**src/rtl/pc_pkg.sv**
```systemverilog
// Shared constants and types for the program-counter block.
package pc_pkg;

  localparam int unsigned XLEN        = 32;
  localparam int unsigned INSTR_IDX_W = 26;
  localparam int unsigned IMM_W       = 16;
  localparam int unsigned PC_STEP     = 4;

  typedef logic [XLEN-1:0]        addr_t;
  typedef logic [INSTR_IDX_W-1:0] instr_idx_t;
  typedef logic [IMM_W-1:0]       imm_t;

  // Branch immediates count words; convert to a byte offset.
  function automatic addr_t word_to_byte(input addr_t words);
    return words << 2;
  endfunction

endpackage

```
**src/rtl/pc_if.sv**
```systemverilog
// Control-to-PC bundle: jump/branch selects and instruction field in, fetch address out.
interface pc_if;
  import pc_pkg::*;

  logic       jump;
  logic       pcsrc;
  instr_idx_t instr;
  addr_t      pc;

  modport master (output jump, output pcsrc, output instr, input  pc);
  modport slave  (input  jump, input  pcsrc, input  instr, output pc);
endinterface

```
**src/rtl/pc_adder.sv**
```systemverilog
// Modulo-2^32 address adder.
module pc_adder
  import pc_pkg::*;
(
  input  addr_t i_a,
  input  addr_t i_b,
  output addr_t o_y
);

  assign o_y = i_a + i_b;

endmodule

```
**src/rtl/pc_mux2.sv**
```systemverilog
// Two-way address select; i_sel=1 picks i_b.
module pc_mux2
  import pc_pkg::*;
(
  input  logic  i_sel,
  input  addr_t i_a,
  input  addr_t i_b,
  output addr_t o_y
);

  assign o_y = i_sel ? i_b : i_a;

endmodule

```
**src/rtl/pc_reg.sv**
```systemverilog
// Fetch-address register with asynchronous active-low reset.
module pc_reg
  import pc_pkg::*;
#(
  parameter addr_t RESET_ADDR = '0
) (
  input  logic  clk,
  input  logic  reset,
  input  addr_t i_d,
  output addr_t o_q
);

  addr_t r_q;

  // Load next address each edge; reset forces the start address immediately.
  always_ff @(posedge clk or negedge reset) begin
    if (!reset) r_q <= RESET_ADDR;
    else        r_q <= i_d;
  end

  assign o_q = r_q;

endmodule

```
**src/rtl/pc_sign_ext.sv**
```systemverilog
// Sign-extends the 16-bit branch immediate to address width.
module pc_sign_ext
  import pc_pkg::*;
(
  input  imm_t  i_imm,
  output addr_t o_y
);

  assign o_y = {{(XLEN-IMM_W){i_imm[IMM_W-1]}}, i_imm};

endmodule

```
**src/rtl/pc.sv**
```systemverilog
// Program counter and next-PC selection: sequential, PC-relative branch, or pseudo-direct jump.
module pc
  import pc_pkg::*;
#(
  parameter addr_t RESET_ADDR = 32'h0000_0000
) (
  input  logic clk,
  input  logic reset,
  pc_if.slave  bus
);

  addr_t w_pc;
  addr_t w_plus4;
  addr_t w_imm_ext;
  addr_t w_branch;
  addr_t w_jump;
  addr_t w_br_sel;
  addr_t w_next;

  pc_adder u_plus4 (
    .i_a (w_pc),
    .i_b (XLEN'(PC_STEP)),
    .o_y (w_plus4)
  );

  pc_sign_ext u_sext (
    .i_imm (bus.instr[IMM_W-1:0]),
    .o_y   (w_imm_ext)
  );

  pc_adder u_branch (
    .i_a (w_plus4),
    .i_b (word_to_byte(w_imm_ext)),
    .o_y (w_branch)
  );

  // Jump keeps the region bits of the sequential address.
  assign w_jump = {w_plus4[XLEN-1:XLEN-4], bus.instr, 2'b00};

  pc_mux2 u_br_mux (
    .i_sel (bus.pcsrc),
    .i_a   (w_plus4),
    .i_b   (w_branch),
    .o_y   (w_br_sel)
  );

  // Jump select sits after branch select, so jump wins when both are set.
  pc_mux2 u_jmp_mux (
    .i_sel (bus.jump),
    .i_a   (w_br_sel),
    .i_b   (w_jump),
    .o_y   (w_next)
  );

  pc_reg #(
    .RESET_ADDR (RESET_ADDR)
  ) u_reg (
    .clk   (clk),
    .reset (reset),
    .i_d   (w_next),
    .o_q   (w_pc)
  );

  assign bus.pc = w_pc;

endmodule

```
**src/flat_wrapper.sv**
```systemverilog
// flat-port wrapper written by rule: the top's interface ports become plain ports
module pc_flat import pc_pkg::*;
#(
  parameter addr_t RESET_ADDR = 32'h0000_0000
)
  (clk, reset, bus_jump, bus_pcsrc, bus_instr, bus_pc);
  pc_if bus_i ();
  input  logic clk;
  input  logic reset;
  input wire logic [$bits(bus_i.jump)-1:0] bus_jump;
  input wire logic [$bits(bus_i.pcsrc)-1:0] bus_pcsrc;
  input wire logic [$bits(bus_i.instr)-1:0] bus_instr;
  output wire logic [$bits(bus_i.pc)-1:0] bus_pc;
  assign bus_i.jump = bus_jump;
  assign bus_i.pcsrc = bus_pcsrc;
  assign bus_i.instr = bus_instr;
  assign bus_pc = bus_i.pc;
  pc #(.RESET_ADDR(RESET_ADDR)) u_core (.clk(clk), .reset(reset), .bus(bus_i));
endmodule
```
**config.mk**
```make
export PLATFORM = sky130hd
export DESIGN_NAME = pc_flat
export DESIGN_NICKNAME = d
export VERILOG_FILES = /design/src/rtl/pc_pkg.sv /design/src/rtl/pc_if.sv /design/src/rtl/pc_adder.sv /design/src/rtl/pc_mux2.sv /design/src/rtl/pc_reg.sv /design/src/rtl/pc_sign_ext.sv /design/src/rtl/pc.sv /design/src/flat_wrapper.sv
export SDC_FILE = /design/constraint.sdc
export NUM_CORES = 1
export LEC_CHECK = 0
export BUFFER_PORTS_ARGS = -buffer_cell sky130_fd_sc_hd__buf_2
export CORE_ASPECT_RATIO = 0.6
export CORE_UTILIZATION = 40
export CTS_BUF_LIST = sky130_fd_sc_hd__clkbuf_2
export DETAILED_ROUTE_END_ITERATION = 8
export HOLD_SLACK_MARGIN = 0.08
export PLACE_DENSITY = 0.73
export SLEW_MARGIN = 15
export SYNTH_ARGS = -nofsm -noshare
export SYNTH_HDL_FRONTEND = slang
export SYNTH_SLANG_ARGS = --single-unit
```
**constraint.sdc**
```tcl
create_clock -name clk -period 3.15 [get_ports clk]
set_input_delay 0.1575 -clock clk [delete_from_list [all_inputs] [get_ports clk]]
set_output_delay 0.1575 -clock clk [all_outputs]
set_load 0.02 [all_outputs]
```
# After elaboration in Yosys (flattened, before gate mapping)
# Index checks and enable logic that the tools add are counted.
[totals] regBits=32 in_bits=30 output_inout_bits=32 word_cells=5
[classes] add_sub_neg=2 muxes=2
[ops] op="2-to-1 mux 32 bit" count=2
[ops] op="adder 32 x 3 -> 32 bit (second input constant)" count=1
[ops] op="adder 32 bit" count=1

# Depth between registers and ports, before layout
[depth] depth_word=4 ltp_mapped=16 depth_no_buf=15

# By module
# From an unflattened synthesis, not the netlist that was laid out.
[hier_totals] hier_cells=611 hier_area_um2=5601.6
[modules_own_cells] module="pc_adder (u_core.u_branch)" n_inst=1 cells_per_inst=241 area_each_um2=1744.2 seq_area_each_um2=0.0
[modules_own_cells] module="pc_adder (u_core.u_plus4)" n_inst=1 cells_per_inst=232 area_each_um2=1720.4 seq_area_each_um2=0.0
[modules_own_cells] module="pc_mux2" n_inst=2 cells_per_inst=36 area_each_um2=544.3 seq_area_each_um2=0.0
[modules_own_cells] module="pc_reg" n_inst=1 cells_per_inst=32 area_each_um2=800.8 seq_area_each_um2=800.8
[modules_own_cells] module="pc_sign_ext" n_inst=1 cells_per_inst=32 area_each_um2=240.2 seq_area_each_um2=0.0
[modules_own_cells] module="pc" n_inst=1 cells_per_inst=2 area_each_um2=7.5 seq_area_each_um2=0.0

# Worst setup path before layout
# No wires, ideal clock.
[synth_timing] kind="register -> register" from="reg u_core.u_reg.r_q[4], in the netlist u_core.u_reg.o_q[4]" to="reg u_core.u_reg.r_q[28], in the netlist u_core.u_reg.o_q[28]" setup_time_ps=137 arrival_time_ps=3161 required_time_ps=3013 path_slack_ps=-149 path_stages_with_launch=15 path_buffers=1 period_less_slack_ps=3299 path_cell_list="dfrtp_1 > nand3_1 > nor3_1 > nand4_1 > xnor2_1 > ha_1 > buf_2 > nand3_1 > o211ai_1 > a21o_1 > o21a_1 > a31o_1 > a221oi_2 > xor2_1 > a21oi_1"
[synth_via] elab_chain_cells=4
[synth_rtl] element="start: declaration" line_no="pc_reg.sv:13" source="addr_t r_q;"
[synth_rtl] element="start signal: assignment" line_no="pc_reg.sv:18" source="else r_q <= i_d;"
[synth_rtl] element="adder 32 x 3 -> 32 bit *" line_no="pc_adder.sv:10" source="assign o_y = i_a + i_b;"
[synth_rtl] element="adder 32 bit" line_no="pc_adder.sv:10"
[synth_rtl] element="2-to-1 mux 32 bit" line_no="pc_mux2.sv:11" source="assign o_y = i_sel ? i_b : i_a;"
[synth_rtl] element="2-to-1 mux 32 bit *" line_no="pc_mux2.sv:11"
[synth_rtl] element="via u_core.u_jmp_mux.o_y[28]" line_no="pc_mux2.sv:8" source="output addr_t o_y"
# The timed path passes the listed nets; every way through them passes the cells marked *.

# Worst setup path in the final report
[layout_timing] from="reg u_core.u_reg.r_q[10], in the netlist u_core.u_reg.o_q[10]" to="reg u_core.u_reg.r_q[25], in the netlist u_core.u_reg.o_q[25]"
[layout_via] elab_chain_cells=4
[layout_rtl] element="adder 32 x 3 -> 32 bit *" line_no="pc_adder.sv:10"
[layout_rtl] element="adder 32 bit" line_no="pc_adder.sv:10"
[layout_rtl] element="2-to-1 mux 32 bit * (2 in a row)" line_no="pc_mux2.sv:11"
[layout_rtl] element="via u_core.u_jmp_mux.o_y[25]" line_no="pc_mux2.sv:8"
# Marks and branches as above.

==> impl_metrics.yaml <==
logic_synthesis:
  synth_cell_types: 54
  synth_ff_type: "dfrtp_1"
  ys_ff_latch: 30
  synthArstFlopShare_pct: 100
  syn_area_mm2: 0.00360
  syn_area_per_cell_um2: 7.65
  syn_inst: 471
  ys_warn_count: 0
  synth_seq_area_share_pct: 20.8
  synth-edff-count: 0
finish:
  layout_commonest_cell: "buf_4"
  multi_input_area_mm2: 0.00314
  fillers: 649
  seq_area_um2: 757
  drive_gt1_share_pct: 39.7
  final_cells: 760
  nNetsFinal: 715
  syn_to_final_growth_pct: 54.0
  final_cell_mix: "buf_4, buf_2, nand2_1"
  insertedDiodeCount: 0
  largest_register_ffs: 30
  finish.instance_area_mm2: 0.00555
worst_setup_path:
  crit-reg2reg-launch: "u_core.u_reg.o_q[10]$_DFF_PN0_"
  crit_path_end_kind: "register"
  path_class: "reg2reg"
  cp-start-kind: "register"
  timing.rr.end: "u_core.u_reg.o_q[25]$_DFF_PN0_"
  crit_arrival_ps: 3680
  cp.required_ps: 3460
  path_max_fanout: 5
  critPathLaunch: "u_core.u_reg.o_q[10]$_DFF_PN0_"
  rrSetupSlack_ps: -210
  reg2regPathDepth: 14
worst_hold_path:
  min_to: "u_core.u_reg.o_q[26]$_DFF_PN0_"
  hold_depth: 4
  hp-class: "in2reg"
  min_from: "bus_instr[24]"
drt:
  met2_length_um: 5930
  wirelength_met1_um: 6120
  wl_met3_um: 1270
  drt_first_pass_iters: 6
  via_count: 4382
  drt-total-wl_um: 13700
  ant_nets: 0
  routed.top_layer: "met4"
  drc: 0
  vias_per_cell: 5.77
  wl_per_cell_um: 18.1
  drt_first_iter_violations: 514
clock_network:
  cts_buffers: 5
  cts_max_level: 2
  worstSkewPairLatency_ps: 420
  clkTransAtPathRegs_ps: 190
  cts_sinks: 30
  clock_path_buffers: 2
  cts_tree: "yes"
  clock-root-buffer: "clkbuf_2"
die:
  rows: 26
  dieArea_mm2: 0.00940
  start_util_pct: 41.8
  fp.coreArea_mm2: 0.00862
  die_h_um: 75.5
  io_pins: 62
  die_w_um: 125
timing:
  skew_ps: 23.1
  fmax_ghz: 0.297
  setup-violations-final: 10
  relSlewSlack_pct: 48.2
  layout_min_cycle_time_ps: 3360
  setup_ws_ps: -214
  drv_slew: 0
  finalCritPeriodShare_pct: 107
  rsz0062_at_grt: "yes"
  hold_viol: 0
  worst_pin_slew_ps: 777
global_routing:
  grt_pass1_vias: 3894
  grt.overflow.total: 0
  grt_use_total_pct: 26.6
  grt_max_degree: 31
  grt_pass1_wl_um: 19700
  antenna_found_initial: 0
place:
  place.gp.congestion: 0.998
  dp_cells: 704
  post_dp_cell_area_mm2: 0.00457
  dp_slack_ps: -200
  dp_hpwl_um: 9330
  port_buffers: 59
run_status:
  status: "finished, violations left"
  violations: "negative setup slack"
pwr:
  switching_share_pct: 48.7
  p_int_w: 0.00172
  worst_ir_drop_vdd_mv: 0.179
  pwr-share-clk_pct: 6.3
  leakagePower_nw: 2.55
  p_sw_w: 0.00164
  pwr_density_cell_mw_per_mm2: 606
  combinationalPowerShare_pct: 76.1
  seqPwrFrac_pct: 17.6
run:
  drv_cap: 0
==> power groups by stage <==
stage          registers (W)  clock network [W]  logic, W
6_report            0.000590           0.000212   0.00256
5_1_grt             0.000598           0.000235   0.00273
4_1_cts             0.000576           0.000213   0.00232
3_5_place_dp        0.000580                  0   0.00207
3_3_place_gp        0.000577                  0   0.00202
2_1_floorplan       0.000712                  0   0.00116
==> what timing repair did <==
| item | in CTS | in global routing |
|---|---|---|
| endpoints found under the setup margin | 13 | 15 |
| hold endpoints to repair | 54 | 0 |
| setup buffers | 17 | 6 |
| pin swaps | 44 | 25 |
| hold buffers | 25 | 0 |
| gates resized for setup | 60 | 36 |
| cloned | 0 | 0 |
==> cell families after synthesis <==
| family | count (synthesis) | share of synthesized area, % |
|---|---|---|
| mux | 11 | 3.13 |
| other cells | 1 | 0.104 |
| xor+xnor | 52 | 12.6 |
| buf+inv | 50 | 5.76 |
| simple gates | 161 | 22.2 |
| fa+ha+maj | 38 | 13.4 |
| flops | 30 | 20.8 |
| compound gates | 128 | 21.9 |
==> how the worst max path moves through the flow <==
stage | depth (start not counted) | to | slack [ps]
global placement | 12 | u_core.u_reg.o_q[29]$_DFF_PN0_ | -200
floorplan | 15 | u_core.u_reg.o_q[28]$_DFF_PN0_ | -10
finish | 14 | u_core.u_reg.o_q[25]$_DFF_PN0_ | -210
global route | 14 | u_core.u_reg.o_q[29]$_DFF_PN0_ | -330
detailed placement | 14 | u_core.u_reg.o_q[28]$_DFF_PN0_ | -200
CTS | 14 | u_core.u_reg.o_q[25]$_DFF_PN0_ | -8
==> stage by stage <==
| stage | power (W) | util (%) | setup TNS, ps | hold slack, ps |
|---|---|---|---|---|
| 3_3_place_gp | 0.00260 | 53.0 | -642 | 272 |
| 4_1_cts | 0.00311 | 61.4 | -15.7 | 83.5 |
| 2_1_floorplan | 0.00187 | - | -13.3 | -138 |
| 6_report | 0.00336 | 64.4 | -1160 | 106 |
| 3_5_place_dp | 0.00265 | 53.0 | -957 | 272 |
| 5_1_grt | 0.00356 | 64.4 | -2650 | 108 |
==> synthesized netlist by cell type (4+ instances only) <==
| cell | instances | area share (%) |
|---|---|---|
| nand2_1 | 57 | 5.9 |
| a21oi_1 | 48 | 6.7 |
| ha_1 | 37 | 13 |
| xnor2_1 | 35 | 8.5 |
| dfrtp_1 | 30 | 21 |
| inv_1 | 28 | 2.9 |
| o21ai_0 | 28 | 3.9 |
| nor2_1 | 23 | 2.4 |
| nor3_1 | 22 | 3.1 |
| nand3_1 | 20 | 2.8 |
| xor2_1 | 17 | 4.1 |
| a21o_1 | 12 | 2.5 |
| clkbuf_1 | 12 | 1.2 |
| nor2b_1 | 11 | 1.9 |
| mux2i_1 | 9 | 2.5 |
| nand4_1 | 8 | 1.4 |
| a221oi_1 | 6 | 1.5 |
| o211ai_1 | 5 | 1.0 |
| o21a_1 | 4 | 0.83 |
==> critical path, cell delays in order (launching register included) <==
cell and delay [ps]:
dfrtp_1 450, nand4_4 140, buf_4 170, inv_1 90, and3_1 200, nand3_1 100, xnor2_1 240, ha_1 350
nand2_2 190, a21oi_1 70, a211oi_1 260, a21oi_1 160, a221o_1 430, xnor2_1 160, a221oi_1 250
==> routing by layer <==
layer,up-vias,GRT usage [%]
li1,2016,-
met5,-,0
met3,48,4.49
met4,0,6.43
met2,256,41.6
met1,2062,38.5
==> final cells by class <==
class                   count  area share [%]
multi-input cells         392            56.6
repair buffers            189            24.6
flip-flops and latches     30            13.6
well taps                 112            2.53
inverters                  29            1.96
clock buffers               6           0.541
clock inverters             2           0.158
Note: power is estimated with default switching activity, not from simulation.
